[config.mk]
export PLATFORM = sky130hd
export DESIGN_NAME = ps2_keyboard_event_rx
export DESIGN_NICKNAME = d
export VERILOG_FILES = /design/src/rtl/ps2_keyboard_event_rx.sv
export SDC_FILE = /design/constraint.sdc
export NUM_CORES = 1
export LEC_CHECK = 0
export BUFFER_PORTS_ARGS = -buffer_cell sky130_fd_sc_hd__buf_2
export CORE_MARGIN = 3
export CORE_UTILIZATION = 29
export DETAILED_ROUTE_END_ITERATION = 12
export GPL_ROUTABILITY_DRIVEN = 0
export GPL_TIMING_DRIVEN = 0
export SLEW_MARGIN = 0
export SYNTH_ARGS = -nofsm -noshare
export SYNTH_HDL_FRONTEND = slang
export SYNTH_SLANG_ARGS = --single-unit
[constraint.sdc]
create_clock -name CLOCK_50 -period 4.08 [get_ports CLOCK_50]
set_input_delay 0.204 -clock CLOCK_50 [delete_from_list [all_inputs] [get_ports CLOCK_50]]
set_output_delay 0.204 -clock CLOCK_50 [all_outputs]
set_load 0.03 [all_outputs]
[src/rtl/ps2_keyboard_event_rx.sv]
// ps2_keyboard_event_rx
//   PS/2 keyboard receiver producing key events. The raw PS/2 lines are
//   synchronised into the CLOCK_50 domain. The clock line is debounced by a
//   run-length filter. Each 11-bit frame is checked for start, odd parity,
//   stop and inter-bit timeout. E0/F0 prefixes are folded into make/break
//   events, and the events are queued in a first-word-fall-through FIFO.
//
// Ports
//   CLOCK_50    in   system clock (only clock)
//   reset       in   synchronous active-high reset
//   PS2_CLK     in   raw PS/2 clock line (asynchronous)
//   PS2_DAT     in   raw PS/2 data line (asynchronous)
//   ev_valid    out  FIFO head event present
//   ev_ready    in   consumer accepts head event
//   ev_code     out  scan code of head event (0 when empty)
//   ev_break    out  head event is a key release
//   ev_ext      out  head event is an extended key
//   fifo_count  out  number of queued events
//   parity_err  out  pulse: frame dropped, even parity
//   frame_err   out  pulse: frame dropped, bad stop bit or timeout
//   overflow    out  pulse: event dropped, FIFO full
//
// Frame FSM
//   state    | meaning
//   S_IDLE   | line idle, waiting for a start bit (data=0 on strobe)
//   S_DATA   | shifting in 8 data bits, LSB first
//   S_PARITY | capturing the parity bit
//   S_STOP   | checking the stop bit and parity, then back to idle
module ps2_keyboard_event_rx #(
    parameter int FILTER_LEN     = 8,
    parameter int FIFO_AW        = 3,
    parameter int TIMEOUT_CYCLES = 100000
) (
    input  logic               CLOCK_50,
    input  logic               reset,
    input  logic               PS2_CLK,
    input  logic               PS2_DAT,
    output logic               ev_valid,
    input  logic               ev_ready,
    output logic [7:0]         ev_code,
    output logic               ev_break,
    output logic               ev_ext,
    output logic [FIFO_AW:0]   fifo_count,
    output logic               parity_err,
    output logic               frame_err,
    output logic               overflow
);

    localparam int DEPTH = 2 ** FIFO_AW;
    localparam logic [FIFO_AW:0] DEPTH_C = (FIFO_AW + 1)'(DEPTH);
    localparam int TW = (TIMEOUT_CYCLES > 1) ? $clog2(TIMEOUT_CYCLES) : 1;
    localparam logic [TW-1:0] TMR_LOAD = TW'(TIMEOUT_CYCLES - 1);

    typedef enum logic [1:0] {S_IDLE, S_DATA, S_PARITY, S_STOP} state_t;

    // ------------------------------------------------------------------
    // Input synchronisers and clock filter
    // ------------------------------------------------------------------
    logic                  clk_s1, clk_s2, dat_s1, dat_s2;
    logic [FILTER_LEN-1:0] filt_sr;
    logic                  clk_filt, clk_filt_d;
    logic                  strobe;

    always_ff @(posedge CLOCK_50) begin
        if (reset) begin
            clk_s1     <= 1'b1;
            clk_s2     <= 1'b1;
            dat_s1     <= 1'b1;
            dat_s2     <= 1'b1;
            filt_sr    <= '1;
            clk_filt   <= 1'b1;
            clk_filt_d <= 1'b1;
        end else begin
            clk_s1     <= PS2_CLK;
            clk_s2     <= clk_s1;
            dat_s1     <= PS2_DAT;
            dat_s2     <= dat_s1;
            filt_sr    <= {filt_sr[FILTER_LEN-2:0], clk_s2};
            // Hysteresis: only a full run of identical samples moves the level.
            if (&filt_sr)
                clk_filt <= 1'b1;
            else if (~|filt_sr)
                clk_filt <= 1'b0;
            clk_filt_d <= clk_filt;
        end
    end

    assign strobe = clk_filt_d & ~clk_filt;

    // ------------------------------------------------------------------
    // Frame FSM
    // ------------------------------------------------------------------
    state_t      state, state_nx;
    logic [TW-1:0] tmr;
    logic        timeout;
    logic [7:0]  shift_q;
    logic [2:0]  bit_cnt;
    logic        par_q;
    logic        shift_en, clr_cnt, par_ld;
    logic        done_ok, done_par, done_frm;
    logic        byte_done;

    // Down-counter reloaded on every strobe and while idle; reaching zero
    // means TIMEOUT_CYCLES-1 cycles have passed without a strobe.
    always_ff @(posedge CLOCK_50) begin
        if (reset)
            tmr <= TMR_LOAD;
        else if (strobe || state == S_IDLE)
            tmr <= TMR_LOAD;
        else if (tmr != '0)
            tmr <= tmr - 1'b1;
    end

    assign timeout = (state != S_IDLE) && !strobe && (tmr == '0);

    always_ff @(posedge CLOCK_50) begin
        if (reset)
            state <= S_IDLE;
        else
            state <= state_nx;
    end

    always_comb begin
        state_nx = state;
        if (timeout) begin
            state_nx = S_IDLE;
        end else if (strobe) begin
            case (state)
                S_IDLE:   if (!dat_s2) state_nx = S_DATA;
                S_DATA:   if (bit_cnt == 3'd7) state_nx = S_PARITY;
                S_PARITY: state_nx = S_STOP;
                S_STOP:   state_nx = S_IDLE;
                default:  state_nx = S_IDLE;
            endcase
        end
    end

    always_comb begin
        shift_en = 1'b0;
        clr_cnt  = 1'b0;
        par_ld   = 1'b0;
        done_ok  = 1'b0;
        done_par = 1'b0;
        done_frm = 1'b0;
        if (timeout) begin
            done_frm = 1'b1;
        end else if (strobe) begin
            case (state)
                S_IDLE:   clr_cnt  = 1'b1;
                S_DATA:   shift_en = 1'b1;
                S_PARITY: par_ld   = 1'b1;
                S_STOP: begin
                    // A bad stop bit masks a parity error.
                    if (!dat_s2)
                        done_frm = 1'b1;
                    else if (^{shift_q, par_q})
                        done_ok = 1'b1;
                    else
                        done_par = 1'b1;
                end
                default: ;
            endcase
        end
    end

    always_ff @(posedge CLOCK_50) begin
        if (reset) begin
            shift_q    <= '0;
            bit_cnt    <= '0;
            par_q      <= 1'b0;
            byte_done  <= 1'b0;
            parity_err <= 1'b0;
            frame_err  <= 1'b0;
        end else begin
            if (clr_cnt)
                bit_cnt <= '0;
            else if (shift_en)
                bit_cnt <= bit_cnt + 3'd1;
            if (shift_en)
                shift_q <= {dat_s2, shift_q[7:1]};
            if (par_ld)
                par_q <= dat_s2;
            byte_done  <= done_ok;
            parity_err <= done_par;
            frame_err  <= done_frm;
        end
    end

    // ------------------------------------------------------------------
    // Prefix folding
    // ------------------------------------------------------------------
    logic       brk_pend, ext_pend;
    logic       push_req;
    logic [9:0] push_word;

    always_comb begin
        push_word = {shift_q, brk_pend, ext_pend};
        push_req  = byte_done && (shift_q != 8'hE0) && (shift_q != 8'hF0) &&
                    (shift_q != 8'h00) && (shift_q != 8'hFF);
    end

    always_ff @(posedge CLOCK_50) begin
        if (reset || parity_err || frame_err) begin
            brk_pend <= 1'b0;
            ext_pend <= 1'b0;
        end else if (byte_done) begin
            if (shift_q == 8'hE0) begin
                ext_pend <= 1'b1;
            end else if (shift_q == 8'hF0) begin
                brk_pend <= 1'b1;
            end else begin
                brk_pend <= 1'b0;
                ext_pend <= 1'b0;
            end
        end
    end

    // ------------------------------------------------------------------
    // Event FIFO (first-word fall-through, registered head)
    // ------------------------------------------------------------------
    logic [9:0]         mem [DEPTH];
    logic [FIFO_AW-1:0] wr_ptr, rd_ptr, rd_ptr_nx;
    logic [FIFO_AW:0]   count_nx;
    logic [9:0]         head_nx;
    logic               pop, do_push, full, ovf_nx;

    assign full    = (fifo_count == DEPTH_C);
    assign pop     = ev_valid && ev_ready;
    assign do_push = push_req && (!full || pop);
    assign ovf_nx  = push_req && full && !pop;

    // The head register is loaded with what the head will be after this
    // edge, so a push into an empty FIFO forwards the incoming word.
    always_comb begin
        count_nx = fifo_count;
        if (do_push && !pop)
            count_nx = fifo_count + 1'b1;
        else if (!do_push && pop)
            count_nx = fifo_count - 1'b1;
        rd_ptr_nx = pop ? rd_ptr + 1'b1 : rd_ptr;
        if (count_nx == '0)
            head_nx = '0;
        else if (do_push && rd_ptr_nx == wr_ptr)
            head_nx = push_word;
        else
            head_nx = mem[rd_ptr_nx];
    end

    always_ff @(posedge CLOCK_50) begin
        if (do_push)
            mem[wr_ptr] <= push_word;
    end

    always_ff @(posedge CLOCK_50) begin
        if (reset) begin
            wr_ptr     <= '0;
            rd_ptr     <= '0;
            fifo_count <= '0;
            ev_valid   <= 1'b0;
            ev_code    <= '0;
            ev_break   <= 1'b0;
            ev_ext     <= 1'b0;
            overflow   <= 1'b0;
        end else begin
            if (do_push)
                wr_ptr <= wr_ptr + 1'b1;
            rd_ptr     <= rd_ptr_nx;
            fifo_count <= count_nx;
            ev_valid   <= (count_nx != '0);
            {ev_code, ev_break, ev_ext} <= head_nx;
            overflow   <= ovf_nx;
        end
    end

endmodule

# --- Word level (Yosys, flattened, before mapping) ---
# Memory sizes are Yosys's and may differ from the RTL's. A register that Yosys moved wholly into a read port is not among the register bits.
# Index checks and enable logic that the tools add are counted.
op_classes:
  n_addsub: 6
  eq_ne: 13
  n_mux: 26
  bitwise_logic: 6
  reduce_logical: 39
ops:
  columns: ["op", "count"]
  rows:
  - ["8-bit != test (second input constant)", 3]
  - ["1-bit 2-to-1 mux", 20]
  - ["17-bit logical NOT", 1]
  - ["17-bit nonzero test", 1]
  - ["17-bit by 1-bit subtractor with 17-bit output (second input constant)", 1]
  - ["8-bit == test (second input constant)", 2]
  - ["1-bit logical AND", 12]
  - ["2-bit OR reduction", 5]
  - ["3-bit by 1-bit adder with 3-bit output (second input constant)", 3]
  - ["9-bit parity", 1]
  - ["4-bit 2-to-1 mux", 2]
  - ["2-bit case mux with 4 select lines", 1]
  - ["8-bit AND reduction", 1]
  - ["8-bit nonzero test", 1]
  - ["8-bit OR reduction", 1]
  - ["2-bit != test (second input constant)", 3]
  - ["1-bit NOT", 5]
  - ["5-bit OR reduction", 1]
  - ["4-bit by 1-bit adder with 4-bit output (second input constant)", 1]
  - ["2-bit == test (second input constant)", 2]
  - ["4-bit == test (second input constant)", 1]
  - ["1-bit logical NOT", 4]
  - ["4-bit logical NOT", 1]
  - ["1-bit logical OR", 4]
  - ["other kinds (11)", 13]
word_totals:
  register_bits: 62
  ram_bits: 80
  out_inout_bits: 18
  elab_cells: 113
  mem_count: 1
memory_table:
  columns: ["memory", "words", "width", "rd", "rd_ports_with_merged_regs", "write_ports", "line", "source"]
  rows:
  - ["mem", 8, 10, 1, 1, 1, "221", "logic [9:0] mem [DEPTH];"]

# --- Depth between registers and ports, before layout ---
depth:
  ltp_word: 12
  depth_mapped: 9
  ltp_nobuf: 8

# --- Least setup slack after synthesis ---
# Ideal clock, no wire load.
synth_path:
  kind: "register to register"
  start: "register fifo_count[0]"
  end: "memory mem[0][0] (enable)"
  arrival_ps: 2760
  t_required_ps: 3673
  setup_slack_ps: 912
  path_stages_with_launch: 7
  n_path_buf: 0
  period_less_slack_ps: 3168
  cell_sequence: "dfxtp_1 inv_1 ha_1 nand3b_1 o21ai_0 a21oi_1 nor4b_1"
synth_via:
  elab_chain_cells: 6
synth_lines:
  columns: ["element", "line", "source"]
  rows:
  - ["start: declaration", "43", "output logic [FIFO_AW:0] fifo_count,"]
  - ["start signal: assignment", "268", "fifo_count <= count_nx;"]
  - ["4-bit == test", "227", "assign full = (fifo_count == DEPTH_C);"]
  - ["1-bit logical NOT", "229", "assign do_push = push_req && (!full || pop);"]
  - ["1-bit logical OR", "229", null]
  - ["1-bit logical AND", "229", null]
  - ["1-bit 2-to-1 mux", "250", "if (do_push)"]
  - ["1-bit 2-to-1 mux (implied by the code)", "251", "mem[wr_ptr] <= push_word;"]
  - ["end: declaration", "221", null]
# Every way passes these cells.

# --- Worst setup path after layout ---
layout_path:
  start: "register shift_q[3]"
  end: "memory mem[7][4] (enable)"
layout_via:
  elab_chain_cells: 8
  elab_cells_between_ends: 11
  cone_classes: "eq/ne (3); mux (2); reduce/logical (6)"
layout_lines:
  columns: ["element", "line", "source"]
  rows:
  - ["start: declaration", "96", "logic [7:0] shift_q;"]
  - ["start signal: assignment", "180", "shift_q <= {dat_s2, shift_q[7:1]};"]
  - ["8-bit != test", "198", "push_req = byte_done && (shift_q != 8'hE0) && (shift_q != 8'hF0) &&"]
  - ["1-bit logical AND (3 in a row)", "198", null]
  - ["1-bit logical AND (*)", "199", "(shift_q != 8'h00) && (shift_q != 8'hFF);"]
  - ["1-bit logical AND (*)", "229", null]
  - ["1-bit 2-to-1 mux (*)", "250", null]
  - ["1-bit 2-to-1 mux (implied by the code) (*)", "251", null]
# Mark *: on every way between the ends. The rest lies on a longest branch, timed or not.

==> metrics <==
status=completed; post-place setup slack=0.781 ns; CTS root buf=clkbuf_16; xor/xnor cell area share of the yosys netlist=0.0406; Clock Tree Buf Depth=2; met3 Resource Use GR=0.0387; Worst-Margin Slew=1.18 ns; drc violations=0; Post-Synth Adder-Cell Area=0.0233; via count=4079; clock sink total=152; post-DP HPWL=9.34 mm; dominant cell by count in the synthesized netlist=edfxtp_1; EDFF count, synth=80; clk_lat worst skew=0.42 ns; final hold vios=0; largest family of logic cells by synthesized area=simple AND/OR/NAND/NOR gates; CTS clk-pin slew, worst paths=about 0.060 ns; mapped cell area=6450 sq um; Critical Path RT=4.11 ns; post-detailed-route wirelength per cell=15.9 um; Data arrival, critical path=3.34 ns; final setup fails=0; Crit-path slowest cell=nor2_1; Most Used Layer, Global Route=met2; largest net degree at the start of global routing=17; Tot GR Track Use=0.118; full die area=24100 sq um; post-synth top area cell=edfxtp_1; Compound-Gate Fraction of Synth Area=0.0734; max-slew violation count=0; DIE WIDTH=155 um; top_reg_cell synth=edfxtp_1; post-synthesis cell count=513; FMAX=0.302 GHz; growth of design area from synthesis to finish=17.9%; Largest delay share family, worst path=simple AND/OR/NAND/NOR gates; TritonCTS buffer count=17; PnR worst setup slack=0.768 ns; n_diodes=0; Synth top cells by count=edfxtp_1, dfxtp_1, mux2i_1, nand2_1, nor2_1; Synth area leaders=edfxtp_1, dfxtp_1, mux2i_1, mux4_2, nand2_1; Core Rows=53; endpoint class of the critical path=register; vias per cell=4.80; grt met1 use=0.142; Rel. slew slack=0.208; Worst Setup Path Type=reg2reg; worst path cell trace=or4_1, o21ai_0, a21oi_1, nand2_1, nor2_1; H-tree depth=4; VDD IR max=0.000244 V; initial antenna violation count=0; Worst Clk Skew=between 0.008 and 0.009 ns; Starting Density=0.301; Chip Height=between 150 and 200 um; Syn. warnings=0; first-pass GRT wire length=22.1 mm; Initial DRC Count=about 360; PortBufs=22; DR pass1 iterations=4; fillers=between 2000 and 2500; share of post-route cells with drive strength above 1=0.212; Simple-Gate Fraction of Synth Area=0.131; # IOs=23; CP Buf/Inv Count=0; post-synth top area share=0.373; grt ovf=0; Startpoint Class=register; PwrDens=531 nW/um^2; post_cts resized=0; syn_nets=530; final period utilization=0.812; ys async rst share=0; Leak=2.88 nW; remaining antenna violation count after routing=0; routed wire length=roughly 14 mm; distinct cell type count after synthesis=58; max-cap violations=0; Yosys reg bits=152; Seq/Total Area, Yosys=0.596; RSZ-0062 raised after global routing=false; Final Critical Period=3.31 ns; maximum net fanout on the critical path=14; core area=21400 sq um; slowest cell delay on critical path=0.96 ns; Fin Hold WS=0.0740 ns; synthesized area per cell=between 10 and 15 sq um; fin nets=579; number of global-route vias before repair=4236; CTS tree=built; post-synthesis mux area share=0.103; GR Util met2=0.204; HP Class=in2reg
-- cell families after synthesis --
logic type | count (synthesis)
xor+xnor | 29
simple gates | 166
buf+inv | 38
compound gates | 61
flops | 152
fa+ha+maj | 12
mux | 55
-- worst register-to-register path, cell delays in order, from the launching register on --
cell and delay, ns:
dfxtp_1 0.63, or4_1 0.23, o21ai_0 0.18, a21oi_1 0.64, nand2_1 0.29, nor2_1 0.96
-- area by class of cell --
| class | instances | area, sq um | share of cell area |
|---|---|---|---|
| Sequential cell | 152 | 3840 | 0.506 |
| Inverter | 14 | 52.6 | 0.00691 |
| Clock inverter | 15 | 143 | 0.0188 |
| Multi-Input combinational cell | 323 | 2440 | 0.321 |
| Timing Repair Buffer | 30 | 198 | 0.0260 |
| Buffer | 24 | 158 | 0.0207 |
| Tap cell | 275 | 344 | 0.0453 |
| Clock buffer | 17 | 425 | 0.0559 |
-- placed cells by master (no fill, tap or decap), types with 4 or more instances in the layout --
cell and count:
a211oi_2 10, a21oi_1 19, and2_1 4, and3_1 4, buf_2 24, buf_4 5
buf_6 11, clkbuf_1 8, clkbuf_16 17, dfxtp_1 72, edfxtp_1 80, ha_1 12
inv_1 13, inv_6 4, mux2i_1 44, mux4_2 9, nand2_1 41, nand3_1 17
nand3b_1 4, nand4_1 5, nor2_1 38, nor3_1 10, nor4_1 5, o21ai_0 11
or2_2 13, or4_1 6, xnor2_1 17, xor2_1 11
-- where the power goes --
group | total [mW] | switching [mW] | internal (mW)
sequential | 1.70 | 0.0469 | 1.66
combinational | 0.826 | 0.480 | 0.345
clock | 1.51 | 0.656 | 0.852
total | 4.04 | 1.18 | 2.85
-- metal layers --
metal  up-vias  wire (um)
met1      2025       5890
met3        10        513
met5         -          0
li1       1978          -
met4         0         65
met2        66       7080
-- timing repair --
action	CTS	global route
setup buffers	0	0
hold endpoints to repair	2	0
hold buffers	2	0
-- per-stage QoR --
step,area (sq um),instances,power (mW),utilization,setup TNS [ns]
2_1_floorplan,6450,513,2.36,-,0
3_3_place_gp,6900,810,2.54,0.322,-1.66
3_5_place_dp,7020,816,2.56,0.328,0
4_1_cts,7600,850,4.08,0.355,0
5_1_grt,7600,850,4.21,0.355,0
6_report,7600,850,4.04,0.355,0
-- path summary, 6_finish.rpt --
check / startpoint / to / slack, ns / cells after the start
max reg2reg: shift_q[3]$_SDFFE_PP0P_ / mem[7][4]$_DFFE_PP_ / 0.77 / 5
max: shift_q[3]$_SDFFE_PP0P_ / mem[7][4]$_DFFE_PP_ / 0.77 / 5
min reg2reg: clk_s2$_SDFF_PP1_ / filt_sr[0]$_SDFF_PP1_ / 0.41 / 1
min: reset / filt_sr[5]$_SDFF_PP1_ / 0.07 / 2
-- registers in the layout, indices dropped and copies added (netlist names), 2 cells and up --
signal and flops:
bit_cnt 3, wr_ptr 3, tmr 17, fifo_count 4, state 2, filt_sr 8, ev_code 8, rd_ptr 3
shift_q 8, mem 80
Note: power is estimated with default switching activity, not from simulation.
